`config.mk`:
```
export PLATFORM = sky130hd
export DESIGN_NAME = spike_class_decoder_flat
export DESIGN_NICKNAME = d
export VERILOG_FILES = /design/src/rtl/spike_class_decoder_pkg.sv /design/src/rtl/spike_class_decoder_if.sv /design/src/rtl/spike_class_decoder_sat_counter.sv /design/src/rtl/spike_class_decoder.sv /design/src/flat_wrapper.sv
export SDC_FILE = /design/constraint.sdc
export NUM_CORES = 1
export LEC_CHECK = 0
export ABC_AREA = 1
export BUFFER_PORTS_ARGS = -buffer_cell sky130_fd_sc_hd__buf_2
export CORE_MARGIN = 1.5
export CORE_UTILIZATION = 40
export DETAILED_ROUTE_END_ITERATION = 10
export PLACE_DENSITY_LB_ADDON = 0.1
export SYNTH_ARGS = -nofsm -noshare
export SYNTH_HDL_FRONTEND = slang
export SYNTH_HIERARCHICAL = 1
export SYNTH_SLANG_ARGS = --single-unit
```
`constraint.sdc`:
```
create_clock -name clk -period 3.5 [get_ports clk]
set_clock_uncertainty 0.15 [all_clocks]
set_input_delay 0.175 -clock clk [delete_from_list [all_inputs] [get_ports clk]]
set_output_delay 0.175 -clock clk [all_outputs]
set_load 0.01 [all_outputs]
```
`src/rtl/spike_class_decoder_pkg.sv`:
```
// Shared types and helpers for the spiking-network output decoder blocks.
package snn_pkg;

    typedef enum logic [1:0] {
        StIdle,
        StCount,
        StScan,
        StDone
    } state_e;

    // Class index width: max(1, clog2(n)).
    function automatic int unsigned class_w(input int unsigned n);
        return (n <= 2) ? 1 : $clog2(n);
    endfunction

endpackage

```
`src/rtl/spike_class_decoder_if.sv`:
```
// Control/result bundle between a window controller and the spike class decoder.
interface spike_class_decoder_if #(
    parameter int unsigned N_OUT   = 6,
    parameter int unsigned WIN_W   = 16,
    parameter int unsigned CLASS_W = snn_pkg::class_w(N_OUT)
);
    logic               start;
    logic [WIN_W-1:0]   win_len;
    logic               mode;
    logic               step;
    logic [N_OUT-1:0]   out_spk;
    logic               busy;
    logic               end_process;
    logic [CLASS_W-1:0] output_class;
    logic               no_spike;

    modport master (
        output start, win_len, mode, step, out_spk,
        input  busy, end_process, output_class, no_spike
    );

    modport slave (
        input  start, win_len, mode, step, out_spk,
        output busy, end_process, output_class, no_spike
    );
endinterface

```
`src/rtl/spike_class_decoder_sat_counter.sv`:
```
// Per-channel spike counter: synchronous clear, increment enable, sticks at all-ones.
module sat_counter #(
    parameter int unsigned CNT_W = 8
) (
    input  logic             clk,
    input  logic             rst_n,
    input  logic             i_clr,
    input  logic             i_inc,
    output logic [CNT_W-1:0] o_cnt
);

    logic [CNT_W-1:0] r_cnt;

    always_ff @(posedge clk or negedge rst_n) begin
        if (!rst_n) begin
            r_cnt <= '0;
        end else if (i_clr) begin
            r_cnt <= '0;
        end else if (i_inc && (r_cnt != {CNT_W{1'b1}})) begin
            r_cnt <= r_cnt + 1'b1;
        end
    end

    assign o_cnt = r_cnt;

endmodule

```
`src/rtl/spike_class_decoder.sv`:
```
// Decides the winning output neuron over a timestep window, either by max spike
// count (serial scan) or by time-to-first-spike.
module spike_class_decoder
    import snn_pkg::*;
#(
    parameter int unsigned N_OUT = 6,
    parameter int unsigned CNT_W = 8,
    parameter int unsigned WIN_W = 16
) (
    input logic                   clk,
    input logic                   resetn,
    spike_class_decoder_if.slave  bus
);

    localparam int unsigned CLASS_W = class_w(N_OUT);
    localparam logic [CLASS_W-1:0] LastIdx = CLASS_W'(N_OUT - 1);

    state_e             r_state;
    logic [WIN_W-1:0]   r_win_len;
    logic [WIN_W-1:0]   r_step_cnt;
    logic               r_mode;
    logic               r_busy;
    logic               r_end_process;
    logic               r_no_spike;
    logic [CLASS_W-1:0] r_output_class;
    logic [CLASS_W-1:0] r_scan_idx;
    logic [CLASS_W-1:0] r_best;
    logic [CNT_W-1:0]   r_max;

    logic [CNT_W-1:0]   w_cnt [N_OUT];
    logic [N_OUT-1:0]   w_inc;
    logic               w_accept;
    logic [WIN_W-1:0]   w_step_nxt;
    logic [CLASS_W-1:0] w_first_idx;
    logic [CNT_W-1:0]   w_cur;
    logic               w_gt;
    logic [CLASS_W-1:0] w_best_fin;
    logic [CNT_W-1:0]   w_max_fin;

    assign w_accept   = ((r_state == StIdle) || (r_state == StDone)) && bus.start;
    assign w_inc      = ((r_state == StCount) && bus.step) ? bus.out_spk : '0;
    assign w_step_nxt = r_step_cnt + 1'b1;

    for (genvar g = 0; g < N_OUT; g++) begin : g_ch
        sat_counter #(
            .CNT_W (CNT_W)
        ) u_cnt (
            .clk   (clk),
            .rst_n (resetn),
            .i_clr (w_accept),
            .i_inc (w_inc[g]),
            .o_cnt (w_cnt[g])
        );
    end

    // Descending walk so the lowest set index is the one left standing.
    always_comb begin
        w_first_idx = '0;
        for (int i = N_OUT - 1; i >= 0; i--) begin
            if (bus.out_spk[i]) begin
                w_first_idx = CLASS_W'(i);
            end
        end
    end

    // Strictly-greater replacement keeps ties on the lower index.
    always_comb begin
        w_cur      = w_cnt[r_scan_idx];
        w_gt       = (w_cur > r_max);
        w_best_fin = w_gt ? r_scan_idx : r_best;
        w_max_fin  = w_gt ? w_cur : r_max;
    end

    always_ff @(posedge clk or negedge resetn) begin
        if (!resetn) begin
            r_state        <= StIdle;
            r_win_len      <= '0;
            r_step_cnt     <= '0;
            r_mode         <= 1'b0;
            r_busy         <= 1'b0;
            r_end_process  <= 1'b0;
            r_no_spike     <= 1'b0;
            r_output_class <= '0;
            r_scan_idx     <= '0;
            r_best         <= '0;
            r_max          <= '0;
        end else begin
            r_end_process <= 1'b0;
            unique case (r_state)
                StIdle, StDone: begin
                    if (bus.start) begin
                        r_win_len  <= bus.win_len;
                        r_mode     <= bus.mode;
                        r_step_cnt <= '0;
                        r_scan_idx <= '0;
                        r_best     <= '0;
                        r_max      <= '0;
                        if (bus.win_len == '0) begin
                            r_state        <= StDone;
                            r_end_process  <= 1'b1;
                            r_no_spike     <= 1'b1;
                            r_output_class <= '0;
                        end else begin
                            r_state <= StCount;
                            r_busy  <= 1'b1;
                        end
                    end
                end
                StCount: begin
                    if (bus.step) begin
                        r_step_cnt <= w_step_nxt;
                        if (r_mode && (bus.out_spk != '0)) begin
                            r_state        <= StDone;
                            r_busy         <= 1'b0;
                            r_end_process  <= 1'b1;
                            r_no_spike     <= 1'b0;
                            r_output_class <= w_first_idx;
                        end else if (w_step_nxt == r_win_len) begin
                            if (r_mode) begin
                                r_state        <= StDone;
                                r_busy         <= 1'b0;
                                r_end_process  <= 1'b1;
                                r_no_spike     <= 1'b1;
                                r_output_class <= '0;
                            end else begin
                                r_state <= StScan;
                            end
                        end
                    end
                end
                StScan: begin
                    r_best <= w_best_fin;
                    r_max  <= w_max_fin;
                    if (r_scan_idx == LastIdx) begin
                        r_state        <= StDone;
                        r_busy         <= 1'b0;
                        r_end_process  <= 1'b1;
                        r_no_spike     <= (w_max_fin == '0);
                        r_output_class <= w_best_fin;
                    end else begin
                        r_scan_idx <= r_scan_idx + 1'b1;
                    end
                end
                default: begin
                    r_state <= StIdle;
                    r_busy  <= 1'b0;
                end
            endcase
        end
    end

    assign bus.busy         = r_busy;
    assign bus.end_process  = r_end_process;
    assign bus.output_class = r_output_class;
    assign bus.no_spike     = r_no_spike;

endmodule
```
`src/flat_wrapper.sv`:
```
// flat-port wrapper written by rule: the top's interface ports become plain ports
module spike_class_decoder_flat import snn_pkg::*;
#(
    parameter int unsigned N_OUT = 6,
    parameter int unsigned CNT_W = 8,
    parameter int unsigned WIN_W = 16
)
  (clk, resetn, bus_start, bus_win_len, bus_mode, bus_step, bus_out_spk, bus_busy, bus_end_process, bus_output_class, bus_no_spike);
  spike_class_decoder_if #(.N_OUT(N_OUT), .WIN_W(WIN_W)) bus_i ();
  input logic clk;
  input logic resetn;
  input wire logic [$bits(bus_i.start)-1:0] bus_start;
  input wire logic [$bits(bus_i.win_len)-1:0] bus_win_len;
  input wire logic [$bits(bus_i.mode)-1:0] bus_mode;
  input wire logic [$bits(bus_i.step)-1:0] bus_step;
  input wire logic [$bits(bus_i.out_spk)-1:0] bus_out_spk;
  output wire logic [$bits(bus_i.busy)-1:0] bus_busy;
  output wire logic [$bits(bus_i.end_process)-1:0] bus_end_process;
  output wire logic [$bits(bus_i.output_class)-1:0] bus_output_class;
  output wire logic [$bits(bus_i.no_spike)-1:0] bus_no_spike;
  assign bus_i.start = bus_start;
  assign bus_i.win_len = bus_win_len;
  assign bus_i.mode = bus_mode;
  assign bus_i.step = bus_step;
  assign bus_i.out_spk = bus_out_spk;
  assign bus_busy = bus_i.busy;
  assign bus_end_process = bus_i.end_process;
  assign bus_output_class = bus_i.output_class;
  assign bus_no_spike = bus_i.no_spike;
  spike_class_decoder #(.N_OUT(N_OUT), .CNT_W(CNT_W), .WIN_W(WIN_W)) u_core (.clk(clk), .resetn(resetn), .bus(bus_i));
endmodule
```
==> results of run 1 <==
==> Yosys cell counts (3+ instances only) <==
cell type  instances  share of area [%]
o21ai_1            7               0.49
nand2_4            6               0.95
clkinv_4           6               0.74
nand3b_1           7               0.74
nand2_1          326                 17
nor2_1            96                5.1
o21ai_0           42                2.9
ha_1              19                3.3
inv_1            167                8.8
a21oi_1           40                2.8
clkbuf_1           8               0.42
buf_2              5               0.35
o211ai_1           4               0.42
nand2_2           16                1.4
xnor3_1            3               0.95
xor2_1             4               0.49
a21oi_2            6               0.74
o22ai_1           17                1.5
nor3_1            18                1.3
nor2_2            16                1.4
nand4_1           19                1.7
nand3_1           93                6.5
clkinv_1           3               0.16
o21bai_1          12                1.3
dfrtp_1          103                 36
nor2_4             5               0.79
==> report_power, final <==
| group | switching [mW] | internal (mW) | total (mW) |
|---|---|---|---|
| Sequential | 0.339 | 1.50 | 1.84 |
| Clock | 0.467 | 0.644 | 1.11 |
| Combinational | 2.19 | 1.15 | 3.35 |
==> critical path: cells and delay by family, from the launching register on <==
family                   cells  cell delay, ns
adder cells (fa/ha/maj)      1            0.30
flip-flops                   1            0.40
AND/OR/NAND/NOR             18            1.64
AO/OA/AOI/OAI                1            0.25
buffers and inverters        2            0.39
==> worst min path at each step <==
stage / start / to / slack (ns) / cells past startpoint
floorplan: resetn / u_core/bus.busy / -0.27 / 0
global placement: resetn / u_core/r_win_len[13] / 0.08 / 1
detailed placement: resetn / u_core/r_step_cnt[13] / 0.09 / 1
CTS: bus_win_len[8] / u_core/r_win_len[8] / 0.003 / 3
global route: bus_win_len[13] / u_core/r_win_len[13] / 0.03 / 3
finish: bus_win_len[13] / u_core/r_win_len[13] / 0.03 / 3
==> metrics by stage <==
stage          setup slack [ns]  std cells  utilization, %  power, mW  instance area, um^2
2_1_floorplan             0.638       1060               -       4.29                 7130
3_3_place_gp              0.387       1313            43.8       5.18                 7600
3_5_place_dp              0.376       1313            43.8       5.19                 7600
4_1_cts                   0.351       1344            46.5       6.34                 8080
5_1_grt                  0.0121       1345            46.6       6.91                 8090
6_report                  0.308       1345            46.6       6.30                 8090
==> sequential cells by signal (all words and copies together) (netlist names), 2 cells and up <==
| signal | count |
|---|---|
| u_core/r_state | 2 |
| u_core/r_win_len | 16 |
| u_core/r_step_cnt | 16 |
| u_core/r_best | 3 |
| u_core/r_max | 8 |
| u_core/g_ch.u_cnt/o_cnt | 48 |
| u_core/bus.output_class | 3 |
| u_core/r_scan_idx | 3 |
==> per-layer routing <==
layer,track usage [%],share of wire [%],up-vias,wire [um]
met5,0,0,-,0
met4,5.02,0.92,0,171
met3,3.00,3.2,11,587
met2,32.9,45,91,8300
met1,30.3,51,3044,9460
li1,-,-,3478,-
==> timing repair <==
item | CTS | global route
setup buffers | 0 | 0
hold buffers | 16 | 1
endpoints found under the hold margin | 60 | 1
resized for setup | 0 | 0
==> area by class of cell <==
cell class | instances | area share, %
clock inverter | 5 | 1.02
multi-input combinational | 766 | 46.9
timing repair buffer | 59 | 5.20
sequential | 103 | 31.9
inverter | 177 | 8.58
tap | 225 | 3.48
clock buffer | 10 | 2.95
==> cell families after synthesis <==
kind of cell    Yosys count  synth area share, %
simple gates            605                 37.4
xor+xnor                  8                 1.56
flops                   103                 36.1
fa+ha+maj                19                 3.33
buf+inv                 191                 10.7
compound gates          134                 10.9
==> results.md, run 1 <==
* CTS tree: yes
* ANT nets after route at 0
* DRC viols at 0
* Final setup vio count at 0
* N_diodes at 0
* Drt pass-1 iters at 4
* Syn avg cell area at 6.73 um^2
* Critical Path Source Type: register
* Clk_lat worst skew at 0.35 ns
* Syn Std Cell Area at 7130 um^2
* Register bit total from synthesis at 103
* CP arrival at 3.34 ns
* Largest stage delay, worst path at 0.40 ns
* CP most frequent cell: nand2_1
* Most common flop cell mapped by yosys: dfrtp_1
* GRT overflow at 0
* Largest net degree at the start of global routing at 59
* First-pass GRT wire length at 30600 um
* Worst hold margin at 0.0252 ns
* Clock transition at path regs at 0.07 ns
* CP cell instances: inv_2 -> nand2_1 -> nand3_1 -> nand2_1 -> a21oi_1 -> inv_1 -> ha_1 -> nand2_1 -> nand2_1 -> nand2_1 -> nand2_1 -> nand2_1 -> nand2_1 -> nand2_1 -> nand2_1 -> nand2_1 -> nand2_1 -> nor2_1 -> nand3_1 -> nand2_1 -> nand4_1 -> nand2_1
* Row cnt at 48
* Num CTS Buffers at 9
* Synth cell types at 38
* GRT Total Usage at 21.0%
* Most frequent cells in the layout: nand2_1 (326), inv_1 (167), dfrtp_1 (103)
* Die Y at 137 um
* Fmax at 0.313 GHz
* RSZ-0062 raised after global routing: false
* Avg WL per Cell at 13.8 um
* Clock Sinks at 103
* Post-synth EDFFs at 0
* Layout cell share with drive strength beyond 1 at 10.5%
* Post-DP HPWL at 13800 um
* Critical Path RT at 3.65 ns
* Critical path capture point: u_core/bus.no_spike
* DR iter-0 viols at 469
* Area of the multi-input gates at 3790 um^2
* Core Region at 17400 um^2
* Bufs on Longest Clock Path at 2
* Status: finished, final reports clean
* Crit. Startpoint: u_core/r_scan_idx[0]
* Mapped Cells at 1060
* Top-level I/O count at 33
* Post-synth ARST share at 100%
* Post-synth net total at 1106
* Die Area at 18600 um^2
* Routed WL at 18500 um
* Post-synthesis sequential area ratio at 36.1%
* Critical path's slowest cell: dfrtp_1
* Worst-Margin Slew at 0.632 ns
* Final period util at 91.2%
* Number of synthesis warnings at 6
* Endpoints failing hold at 0
* Antenna violations before repair at 0
* Root buf cell: clkbuf_16
* Register-to-Register Path Depth at 22
* Vias per cell at 4.92
* NumNets Final at 1162
* Chip width at 137 um
* Setup tns final at 0 ns
* R2R Path End: u_core/bus.no_spike
* Port buffer count at 32
* Initial Util at 41.1%
* RR Startpoint: u_core/r_scan_idx[0]
* R2R Setup Slk at 0.31 ns
* P per Cell Area at 779 nW/um^2
* Max Fanout on Critical Path at 26
* Sequential cell area at 2580 um^2
* Tmin final at 3.19 ns
* Max-cap violations at 0
* Setup crit end kind: register
* Maximum VDD drop at 0.412 mV
* Leakage Power at 3.99 nW
* Commonest non-fill, non-tap cell in the layout: nand2_1
* Max-slew violations at 0
* H-Tree Depth at 3
* Vias in the first global route at 6088
* Slew margin rel. at 57.9%
* Critical Setup Path Class: reg2reg
* FILL cells at 1776
* Min-Delay Path Class: in2reg
* GP Congestion at 0.828
* DR vias at 6624
* Area Overhead vs Synth at 13.4%
No activity file was read; power rests on OpenSTA's default activity.
==> inputs of run 2 (changes only) <==
REMOVE_ABC_BUFFERS = 1   (was unset)
SYNTH_HIERARCHICAL = unset   (was 1)
==> results.md, run 2 <==
* Post-synth ARST share at 100% (unchanged)
* Syn avg cell area at 7.20 um^2 (+7.0%)
* Core Region at 15200 um^2 (-12%)
* CP most frequent cell: nand2_1
* Routed WL at 16400 um (-11%)
* Post-CTS Setup Inserts at 0 (unchanged)
* Flop pwr share at 31.2% (+2.0 points)
* Critical path's slowest cell: dfrtp_1
* Post-synth EDFFs at 0 (unchanged)
* Drt pass-1 iters at 5 (+1)
* Setup tns final at 0 ns (unchanged)
* Maximum VDD drop at 0.378 mV (-8.4%)
* Min-Delay Path Class: in2reg
* CP cell instances: clkinv_1 -> a21oi_1 -> o21ai_0 -> nand2_1 -> a21oi_1 -> inv_1 -> ha_1 -> a21oi_1 -> o21a_1 -> nand2_1 -> nand2_1 -> nand2_1 -> nand2_1 -> nand2_1 -> nor2_1 -> nand3_1 -> nand3_1 -> nand2_1 -> nand2_1
* First-pass GRT wire length at 27800 um (-9.3%)
* Tmin final at 3.09 ns (-0.104 ns)
* GRT overflow at 0 (unchanged)
* Die Area at 16400 um^2 (-12%)
* Vias per cell at 5.25 (+6.6%)
* Sequential cell area at 2580 um^2 (unchanged)
* Clock group share of total power at 18.6% (+1.0 points)
* Clock Sinks at 103 (unchanged)
* Mapped Cells at 867 (-18%)
* Layout cell share with drive strength beyond 1 at 8.66% (-1.9 points)
* Most common flop cell mapped by yosys: dfrtp_1
* GRT Max-Usage Layer: met2
* Endpoints failing hold at 0 (unchanged)
* Final period util at 88.2% (-3.0 points)
* Chip width at 128 um (-6.3%)
* Area Overhead vs Synth at 14.8%
* Port buffer count at 32 (unchanged)
* Row cnt at 45 (-6.3%)
* Switching fraction of total power at 45.6% (-2.0 points)
* Clock transition at path regs at 0.07 ns (about the same)
* Top-level I/O count at 33 (unchanged)
* Area of the multi-input gates at 3110 um^2 (-18%)
* Critical Path RT at 3.64 ns (about the same)
* Die Y at 128 um (-6.3%)
* ANT nets after route at 0 (unchanged)
* Fmax at 0.324 GHz (+3.4%)
* P per Cell Area at 781 nW/um^2 (+0.24%)
* Synth area leader: dfrtp_1
* Int Power at 3.04 mW (-7.9%)
* FILL cells at 1476 (-17%)
* Net Sw Power at 2.55 mW (-15%)
* Synth cell types at 38 (unchanged)
* Top-area cell type share of the netlist area at 41.3% (+5.2 points)
* Commonest non-fill, non-tap cell in the layout: nand2_1
* Critical Path Source Type: register
* Final setup vio count at 0 (unchanged)
* DR iter-0 viols at 391 (-17%)
* RSZ-0062 raised after global routing: false
* Number of synthesis warnings at 0 (-6)
* Max-slew violations at 0 (unchanged)
* Most common library cells after synthesis: nand2_1 (208), inv_1 (127), dfrtp_1 (103)
* Met1 Track Usage GR at 27.0% (-3.3 points)
* Syn Std Cell Area at 6240 um^2 (-12%)
* Ranking of synthesized cells by area: dfrtp_1 (41%), nand2_1 (13%), inv_1 (7.6%), o21ai_0 (6.5%), a21oi_1 (4.9%)
* Status: finished, final reports clean
* Vias in the first global route at 5711 (-6.2%)
* Most frequent cells in the layout: nand2_1 (207), inv_1 (127), dfrtp_1 (103)
* Clk_lat worst skew at 0.35 ns (about the same)
* Total power at 5.59 mW (-11%)
* DR vias at 5839 (-12%)
* Avg WL per Cell at 14.8 um (+7.2%)
* Max-cap violations at 0 (unchanged)
* DRC viols at 0 (unchanged)
* Most common cell in the synthesized netlist: nand2_1
* Post-DP HPWL at 12200 um (-12%)
* Antenna violations before repair at 0 (unchanged)
* Largest net degree at the start of global routing at 83 (+41%)
* Max Fanout on Critical Path at 13 (-50%)
* Max reg flops at 48 (unchanged)
* Register bit total from synthesis at 103 (unchanged)
* NumNets Final at 966 (-17%)
* Leakage Power at 3.41 nW (-15%)
* Num CTS Buffers at 9 (unchanged)
* GRT met3 Usage at 3.76% (+0.76 points)
* Critical Setup Path Class: reg2reg
* H-Tree Depth at 3 (unchanged)
* Post-synthesis sequential area ratio at 41.3% (+5.2 points)
* N_diodes at 0 (unchanged)
* CP arrival at 3.23 ns (-0.11 ns)
* CTS tree: yes
* GP Congestion at 0.873 (+5.4%)
* Slew margin rel. at 26.6% (-31 points)
* Bufs on Longest Clock Path at 2 (unchanged)
* Initial Util at 41.1% (about the same)
* Largest stage delay, worst path at 0.56 ns (+0.16 ns)
* GRT Total Usage at 21.6% (+0.63 points)
* Global routing usage on met2 at 38.1% (+5.2 points)
* Setup crit end kind: register
* Worst-Margin Slew at 1.10 ns (+0.470 ns)
* Fraction of power consumed by combinational cells at 50.2% (-2.9 points)
* Root buf cell: clkbuf_16
## run 2: worst paths after layout
kind | start | to | slack, ns | cells after the start
setup / recovery | u_core.r_scan_idx[1] | u_core.bus.no_spike | 0.41 | 19
hold / removal | bus_out_spk[3] | u_core.g_ch[3].u_cnt.o_cnt[1] | 0.01 | 3
setup reg to reg | u_core.r_scan_idx[1] | u_core.bus.no_spike | 0.41 | 19
hold reg to reg | u_core.bus.busy | u_core.bus.busy | 0.32 | 2
max in group asynchronous | resetn | u_core.g_ch[5].u_cnt.o_cnt[0] | 1.97 | 3
min in group asynchronous | resetn | u_core.r_win_len[6] | 0.43 | 2
## run 2: power groups by stage
stage / clock network, mW / logic (mW) / registers, mW
floorplan: 0 / 1.93 / 1.72
global placement: 0 / 2.70 / 1.76
detailed placement: 0 / 2.73 / 1.76
CTS: 1.07 / 2.75 / 1.75
global route: 1.11 / 3.22 / 1.79
finish: 1.04 / 2.81 / 1.75
## run 2: critical path, delay by kind of cell, from the launching register on
| family | cells | cell delay, ns |
|---|---|---|
| AND/OR/NAND/NOR | 11 | 0.99 |
| AO/OA/AOI/OAI | 5 | 0.76 |
| flip-flops | 1 | 0.56 |
| buffers and inverters | 2 | 0.33 |
| adder cells (fa/ha/maj) | 1 | 0.23 |
## run 2: per-layer routing
layer	wire length, um	vias up	share of wire, %
met5	0	-	0
met4	257	0	1.6
met3	563	20	3.4
met2	8160	118	50
met1	7450	2722	45
li1	-	2979	-
## run 2: timing repair
action,in CTS,in global routing
hold buffers,18,0
hold endpoints to repair,97,0
setup endpoints to repair,0,13
resized for setup,0,2
## run 2: kinds of logic (layout without fill, tap and decap cells)
kind of cell             Yosys count  count (layout)  share of synthesized area [%]
buffers and inverters            149             206                           9.10
AO/OA/AOI/OAI                    183             183                           16.0
adder cells (fa/ha/maj)           19              19                           3.81
XOR/XNOR                           5               5                          0.702
flip-flops                       103             103                           41.3
AND/OR/NAND/NOR                  408             408                           29.1
## run 2: stage by stage
step / cells / util [%] / hold WS [ns] / instance area [um^2] / setup slack, ns
floorplan: 847 / - / -0.271 / 6160 / 0.0954
global placement: 1079 / 43.9 / 0.243 / 6670 / 0.149
detailed placement: 1079 / 43.9 / 0.246 / 6670 / 0.0261
CTS: 1112 / 47.0 / 0.00466 / 7150 / 0.0304
global route: 1112 / 47.1 / 0.0104 / 7160 / 0.0446
finish: 1112 / 47.1 / 0.0149 / 7160 / 0.412
## run 2: final cells by class
| class | instances | area share [%] |
|---|---|---|
| clock buffers | 12 | 3.58 |
| clock inverters | 3 | 0.594 |
| inverters | 129 | 6.76 |
| multi-input cells | 615 | 43.4 |
| flip-flops and latches | 103 | 36.0 |
| well taps | 188 | 3.28 |
| repair buffers | 62 | 6.39 |
